[src/rtl/adder_arbiter_if.sv]
// -----------------------------------------------------------------------------
// adder_arbiter_if
//
// Bundles every bus-level signal of adder_arbiter: the per-requester operand
// handshake, the result handshake, the shared-adder connection and the busy
// status flag.
//
// Modports:
//   slave  - the arbiter. It accepts requests, drives the shared adder
//            operands and produces responses.
//   master - the surrounding system. It drives requests, consumes responses
//            and returns the combinational adder sum.
//
// Signals:
//   io_req_valid  [NUM_REQ]        per-requester request valid
//   io_req_ready  [NUM_REQ]        per-requester accept, at most one bit high
//   io_req_a      [NUM_REQ*WIDTH]  packed operand A, requester i at [i*WIDTH +: WIDTH]
//   io_req_b      [NUM_REQ*WIDTH]  packed operand B, same packing
//   io_resp_valid                  result available
//   io_resp_ready                  consumer accepts the result
//   io_resp_id    [ID_W]           requester that owns the result
//   io_resp_sum   [WIDTH]          (a+b) mod 2^WIDTH
//   io_adder_a    [WIDTH]          operand A to the shared adder
//   io_adder_b    [WIDTH]          operand B to the shared adder
//   io_adder_sum  [WIDTH]          combinational sum from the shared adder
//   io_busy                        arbiter is not idle
// -----------------------------------------------------------------------------
interface adder_arbiter_if #(
   parameter int unsigned NUM_REQ = 4,
   parameter int unsigned WIDTH   = 32,
   parameter int unsigned ID_W    = 2
);

   logic [NUM_REQ-1:0]       io_req_valid;
   logic [NUM_REQ-1:0]       io_req_ready;
   logic [NUM_REQ*WIDTH-1:0] io_req_a;
   logic [NUM_REQ*WIDTH-1:0] io_req_b;
   logic                     io_resp_valid;
   logic                     io_resp_ready;
   logic [ID_W-1:0]          io_resp_id;
   logic [WIDTH-1:0]         io_resp_sum;
   logic [WIDTH-1:0]         io_adder_a;
   logic [WIDTH-1:0]         io_adder_b;
   logic [WIDTH-1:0]         io_adder_sum;
   logic                     io_busy;

   modport slave (
      input  io_req_valid,
      input  io_req_a,
      input  io_req_b,
      input  io_resp_ready,
      input  io_adder_sum,
      output io_req_ready,
      output io_resp_valid,
      output io_resp_id,
      output io_resp_sum,
      output io_adder_a,
      output io_adder_b,
      output io_busy
   );

   modport master (
      output io_req_valid,
      output io_req_a,
      output io_req_b,
      output io_resp_ready,
      output io_adder_sum,
      input  io_req_ready,
      input  io_resp_valid,
      input  io_resp_id,
      input  io_resp_sum,
      input  io_adder_a,
      input  io_adder_b,
      input  io_busy
   );

endinterface

[src/rtl/adder_arbiter.sv]
// -----------------------------------------------------------------------------
// adder_arbiter
//
// Round-robin arbiter and sequencer that time-shares one external
// combinational adder among NUM_REQ requesters. A granted requester's operands
// are registered, presented to the shared adder for one cycle, the sum is
// captured and returned with the requester index over a valid/ready response
// channel.
//
// Sequence: IDLE (grant + latch operands) -> EXEC (capture adder sum)
//           -> RESP (hold result until accepted) -> IDLE.
// A request accepted in cycle T yields io_resp_valid in cycle T+2.
//
// Ports:
//   clock  - rising-edge clock
//   reset  - synchronous, active-high; discards any in-flight transaction
//   bus    - adder_arbiter_if slave modport (request, response, adder, busy)
// -----------------------------------------------------------------------------
module adder_arbiter #(
   parameter int unsigned NUM_REQ = 4,
   parameter int unsigned WIDTH   = 32,
   parameter int unsigned ID_W    = $clog2(NUM_REQ)
) (
   input logic           clock,
   input logic           reset,
   adder_arbiter_if.slave bus
);

   typedef enum logic [1:0] {
      StIdle = 2'd0,
      StExec = 2'd1,
      StResp = 2'd2
   } state_e;

   state_e             state_q, state_d;
   logic [ID_W-1:0]    ptr_q, ptr_d;
   logic [WIDTH-1:0]   a_q, a_d;
   logic [WIDTH-1:0]   b_q, b_d;
   logic [WIDTH-1:0]   sum_q, sum_d;
   logic [ID_W-1:0]    id_q, id_d;

   logic               grant_found;
   logic [ID_W-1:0]    grant_idx;
   logic [WIDTH-1:0]   a_sel;
   logic [WIDTH-1:0]   b_sel;
   logic [NUM_REQ-1:0] req_ready;

   // Round-robin search starting at ptr_q; first valid requester wins.
   always_comb begin
      logic [ID_W-1:0] cand;
      grant_found = 1'b0;
      grant_idx   = '0;
      cand        = '0;
      for (int k = 0; k < int'(NUM_REQ); k++) begin
         cand = ID_W'((int'(ptr_q) + k) % int'(NUM_REQ));
         if (!grant_found && bus.io_req_valid[cand]) begin
            grant_found = 1'b1;
            grant_idx   = cand;
         end
      end
   end

   // Operand mux for the granted requester.
   always_comb begin
      a_sel = '0;
      b_sel = '0;
      for (int i = 0; i < int'(NUM_REQ); i++) begin
         if (grant_idx == ID_W'(i)) begin
            a_sel = bus.io_req_a[i*WIDTH +: WIDTH];
            b_sel = bus.io_req_b[i*WIDTH +: WIDTH];
         end
      end
   end

   // Next-state and request-side outputs.
   always_comb begin
      state_d   = state_q;
      ptr_d     = ptr_q;
      a_d       = a_q;
      b_d       = b_q;
      sum_d     = sum_q;
      id_d      = id_q;
      req_ready = '0;

      unique case (state_q)
         StIdle: begin
            if (grant_found) begin
               req_ready[grant_idx] = 1'b1;
               a_d                  = a_sel;
               b_d                  = b_sel;
               id_d                 = grant_idx;
               ptr_d                = ID_W'((int'(grant_idx) + 1) % int'(NUM_REQ));
               state_d              = StExec;
            end
         end
         StExec: begin
            sum_d   = bus.io_adder_sum;
            state_d = StResp;
         end
         StResp: begin
            if (bus.io_resp_ready) begin
               state_d = StIdle;
            end
         end
         default: begin
            state_d = StIdle;
         end
      endcase
   end

   always_ff @(posedge clock) begin
      if (reset) begin
         state_q <= StIdle;
         ptr_q   <= '0;
         a_q     <= '0;
         b_q     <= '0;
         sum_q   <= '0;
         id_q    <= '0;
      end else begin
         state_q <= state_d;
         ptr_q   <= ptr_d;
         a_q     <= a_d;
         b_q     <= b_d;
         sum_q   <= sum_d;
         id_q    <= id_d;
      end
   end

   // Suppress accepts while reset is asserted: the grant would not be latched,
   // so the requester must not see a completed handshake.
   assign bus.io_req_ready  = reset ? '0 : req_ready;
   assign bus.io_resp_valid = (state_q == StResp);
   assign bus.io_resp_id    = id_q;
   assign bus.io_resp_sum   = sum_q;
   assign bus.io_adder_a    = a_q;
   assign bus.io_adder_b    = b_q;
   assign bus.io_busy       = (state_q != StIdle);

endmodule

[src/flat_wrapper.sv]
// flat-port wrapper written by rule: the top's interface ports become plain ports
module adder_arbiter_flat 
#(
   parameter int unsigned NUM_REQ = 4,
   parameter int unsigned WIDTH   = 32,
   parameter int unsigned ID_W    = $clog2(NUM_REQ)
)
  (clock, reset, bus_io_req_valid, bus_io_req_a, bus_io_req_b, bus_io_resp_ready, bus_io_adder_sum, bus_io_req_ready, bus_io_resp_valid, bus_io_resp_id, bus_io_resp_sum, bus_io_adder_a, bus_io_adder_b, bus_io_busy);
  adder_arbiter_if #(.NUM_REQ(NUM_REQ), .WIDTH(WIDTH), .ID_W(ID_W)) bus_i ();
  input logic clock;
  input logic reset;
  input wire logic [$bits(bus_i.io_req_valid)-1:0] bus_io_req_valid;
  input wire logic [$bits(bus_i.io_req_a)-1:0] bus_io_req_a;
  input wire logic [$bits(bus_i.io_req_b)-1:0] bus_io_req_b;
  input wire logic [$bits(bus_i.io_resp_ready)-1:0] bus_io_resp_ready;
  input wire logic [$bits(bus_i.io_adder_sum)-1:0] bus_io_adder_sum;
  output wire logic [$bits(bus_i.io_req_ready)-1:0] bus_io_req_ready;
  output wire logic [$bits(bus_i.io_resp_valid)-1:0] bus_io_resp_valid;
  output wire logic [$bits(bus_i.io_resp_id)-1:0] bus_io_resp_id;
  output wire logic [$bits(bus_i.io_resp_sum)-1:0] bus_io_resp_sum;
  output wire logic [$bits(bus_i.io_adder_a)-1:0] bus_io_adder_a;
  output wire logic [$bits(bus_i.io_adder_b)-1:0] bus_io_adder_b;
  output wire logic [$bits(bus_i.io_busy)-1:0] bus_io_busy;
  assign bus_i.io_req_valid = bus_io_req_valid;
  assign bus_i.io_req_a = bus_io_req_a;
  assign bus_i.io_req_b = bus_io_req_b;
  assign bus_i.io_resp_ready = bus_io_resp_ready;
  assign bus_i.io_adder_sum = bus_io_adder_sum;
  assign bus_io_req_ready = bus_i.io_req_ready;
  assign bus_io_resp_valid = bus_i.io_resp_valid;
  assign bus_io_resp_id = bus_i.io_resp_id;
  assign bus_io_resp_sum = bus_i.io_resp_sum;
  assign bus_io_adder_a = bus_i.io_adder_a;
  assign bus_io_adder_b = bus_i.io_adder_b;
  assign bus_io_busy = bus_i.io_busy;
  adder_arbiter #(.NUM_REQ(NUM_REQ), .WIDTH(WIDTH), .ID_W(ID_W)) u_core (.clock(clock), .reset(reset), .bus(bus_i));
endmodule
[config.mk]
export PLATFORM = sky130hd
export DESIGN_NAME = adder_arbiter_flat
export DESIGN_NICKNAME = d
export VERILOG_FILES = /design/src/rtl/adder_arbiter_if.sv /design/src/rtl/adder_arbiter.sv /design/src/flat_wrapper.sv
export SDC_FILE = /design/constraint.sdc
export NUM_CORES = 1
export LEC_CHECK = 0
export ABC_AREA = 1
export ABC_CLOCK_PERIOD_IN_PS = 2400
export CORE_ASPECT_RATIO = 0.5
export CORE_MARGIN = 2
export CORE_UTILIZATION = 30
export DETAILED_ROUTE_END_ITERATION = 7
export GPL_ROUTABILITY_DRIVEN = 0
export PLACE_DENSITY = 0.78
export SYNTH_ARGS = -nofsm -noshare
export SYNTH_HDL_FRONTEND = slang
export SYNTH_SLANG_ARGS = --single-unit
[constraint.sdc]
create_clock -name clock -period 2.4 [get_ports clock]
set_input_delay 0.48 -clock clock [delete_from_list [all_inputs] [get_ports clock]]
set_output_delay 0.48 -clock clock [all_outputs]
set_load 0.02 [all_outputs]
==> results.cfg <==
[clock_network]
cts_htree_levels = 3
clock_latency_ps = 350
cts-root-buf = clkbuf_16
cts_tree = built
clockBufferDepth = 2
clk_pin_slew_ps = 80
numCtsBuffers = 9
holdBufCountCts = 0
cts_sinks = 102

[routing]
ant_nets = 0
drtPass1Iterations = 6
num_vias = 8172
drt_iter0_drc = 638
wl_mm = 28.1
avgViaCountPerCell = 4.87
wl_per_cell_um = 16.7
drc = 0

[logic_synthesis]
syn_nets = 1306
syn_area_per_cell_um2 = 5.84
synth-seq-cells = 102
synth_area_um2 = 5880
synthCells = 1007
ys_seq_area_frac = 0.347
ys_warn_count = 0
yosysUniqueCellTypes = 20

[timing]
period_minus_slack_ps = 2770
skew_ps = 7.16
fmax_ghz = 0.360
setup_ws_ps = -374
rsz0062_at_grt = yes
hold_viol_final = 0
hold_ws_ps = 470
maxSlewHeadroom = 0.373
max_slew.worst_pin.slew_ps = 940
setup_tns_ps = -17180
slew_violations = 0
setup_violations = 68
min_period_over_period = 1.16

[worst_setup_path]
critPathKind = flip-flop to primary output
crit_slowest_cell = dfxtp_2
cpLargestDelayFamily = simple AND/OR/NAND/NOR gates
crit_path_start_kind = flip-flop
crit_top_cell = nand2_4
arrival_ps = 2290
path_buf_inv = 5
rrSetupSlack_ps = -350
cpPeakStageDelay_ps = 350
critical_path.cell_chain = buf_12, inv_12, nand2_4, nand2_4, nand2_4, nand2_4, nor2_4, nand2_1, nand3_2, nand2_4, inv_1, ha_1, clkinv_2, nor2_2, buf_4
cp_max_fo = 8
crit_required_ps = 1920
endpoint_kind = primary output

[floorplan]
initial_core_util = 0.305
die_y_um = 103
floorplan.die_area_um2 = 20800
core-area_um2 = 19300
pin_count = 399
die_w_um = 202
rows = 36

[pwr]
finalPower_mw = 22.3
cellPowerDensity_nw_per_um2 = 1920
p_sw_frac = 0.500
p_leak_nw = 5.16
p_comb_frac = 0.809
seqPwrFrac = 0.120
pwr-share-clk = 0.071
power.switching_mw = 11.2
p_int_mw = 11.2
vdd_drop_max_mv = 1.05

[placement]
port_buffers = 398
dp_hpwl_mm = 19.6
place_inst = 1638
place_ws_ps = -850

[final_layout]
nets = 1704
final_cells = 1677
area_growth_pct = 97.7
drive_above_1_share = 0.156

[global_routing]
grt_usage = 0.246
grt_first_pass_wirelength_mm = 39.8
grt_max_degree = 67
grt_pass1_vias = 7358
antenna_found_initial = 1
overflow = 0

[outcome]
failed_checks = setup timing
status = finished, violations left

[flow_run]
maxCapViolations = 0

[min_path]
worst_hold_path_type = flip-flop to flip-flop
==> synth_stat cells <==
library cell,number,area [µm²]
a21oi_1,66,330
buf_2,8,40.0
nand2_1,352,1320
nand3_2,1,10.0
buf_6,4,45.0
o21ai_0,162,811
a21oi_2,1,8.76
nor2_4,1,11.3
inv_1,21,78.8
dfxtp_1,102,2040
nand2_4,3,33.8
nand2_2,3,18.8
inv_4,1,6.26
buf_4,6,45.0
inv_2,3,11.3
ha_1,4,50.1
nor2_1,206,773
nand3_1,9,45.0
clkbuf_1,49,184
buf_1,5,18.8
==> power by group through the flow <==
stage	Sequential [mW]	Clock [mW]	Combinational (mW)
5_1_grt	2.75	1.70	19.6
2_1_floorplan	3.40	0	7.94
3_3_place_gp	2.68	0	13.2
6_report	2.69	1.59	18.1
3_5_place_dp	2.71	0	13.5
4_1_cts	2.69	1.64	16.4
==> state kept, by name, indices dropped and copies added, names as in the netlist <==
name / cells
u_core.bus.io_adder_a: 32
u_core.bus.io_adder_b: 32
u_core.bus.io_resp_sum: 32
u_core.bus.io_resp_id: 2
u_core.ptr_q: 2
u_core.state_q: 2
==> layer usage <==
layer,routed length [µm],vias to the layer above,GRT usage
li1,-,3989,-
met1,11500,3743,0.307
met2,13700,365,0.423
met3,2080,75,0.0632
met4,793,0,0.0758
met5,0,-,0
==> what timing repair did <==
action / 4_1_cts / 5_1_grt
endpoints found under the hold margin: 0 / 0
endpoints found under the setup margin: 68 / 68
buffers inserted: 14 / 1
pin swaps: 33 / 49
gates cloned: 8 / 1
resized for setup: 143 / 153
==> logic make-up (layout without fill, tap and decap cells) <==
kind of cell,after synthesis,after routing,synth area share
AOI/OAI and AO/OA,229,229,0.195
adders and majority gates,4,4,0.00851
buffers and inverters,97,500,0.0729
DFF,102,102,0.347
other,0,1,0
and+or+nand+nor,575,575,0.376
==> final timing paths <==
kind	to	from	cells past startpoint
worst max-delay path	bus_io_req_ready[3]	u_core.ptr_q[0]$_SDFFE_PP0P_	15
worst min-delay path	u_core.bus.io_adder_a[15]$_SDFFE_PP0P_	u_core.bus.io_adder_a[15]$_SDFFE_PP0P_	2
worst max register to register	u_core.bus.io_adder_a[30]$_SDFFE_PP0P_	u_core.ptr_q[0]$_SDFFE_PP0P_	24
worst min register to register	u_core.bus.io_adder_a[15]$_SDFFE_PP0P_	u_core.bus.io_adder_a[15]$_SDFFE_PP0P_	2
==> cells in the final DEF, fill, tap and decap left out, drive strengths merged <==
cell type and instances:
clkdlybuf4s50 390, bufbuf 2, nand3 10, buf 62, diode 1, clkbuf 10
o21ai 162, dlygate4sd2 4, ha 4, inv 28, nor2 207, nand2 358
clkinv 3, bufinv 1, dfxtp 102, a21oi 67
==> worst register-to-register path, cell delays in order (launching register included) <==
cell and delay (ps):
dfxtp_2 350, buf_12 140, inv_12 50, nand2_4 70, nand2_4 70, nand2_2 100, inv_2 50, nor2_1 160
nand3_2 110, nand2_2 110, inv_2 60, ha_4 170, buf_6 120, nor2_4 130, buf_6 140, buf_12 140
buf_12 130, nand2_2 40, nand2_1 50, o21ai_1 70, nand2_1 60, o21ai_1 60, nand2_1 130, nand2_1 70
nor2_1 110
==> stage by stage <==
stage | util | instance area (µm²)
4_1_cts | 0.585 | 11300
5_1_grt | 0.602 | 11600
3_5_place_dp | 0.535 | 10300
6_report | 0.602 | 11600
3_3_place_gp | 0.535 | 10300
2_1_floorplan | - | 5920
==> cell type report <==
cell class / count / area [µm²]
well taps: 266 / 333
clock inverters: 7 / 97.6
inverters: 25 / 113
diodes: 1 / 2.50
multi-input cells: 808 / 3950
repair buffers: 459 / 4860
flip-flops and latches: 102 / 2050
fillers: 1691 / 7690
clock buffers: 9 / 225
Power figures use the tool's default switching activity.
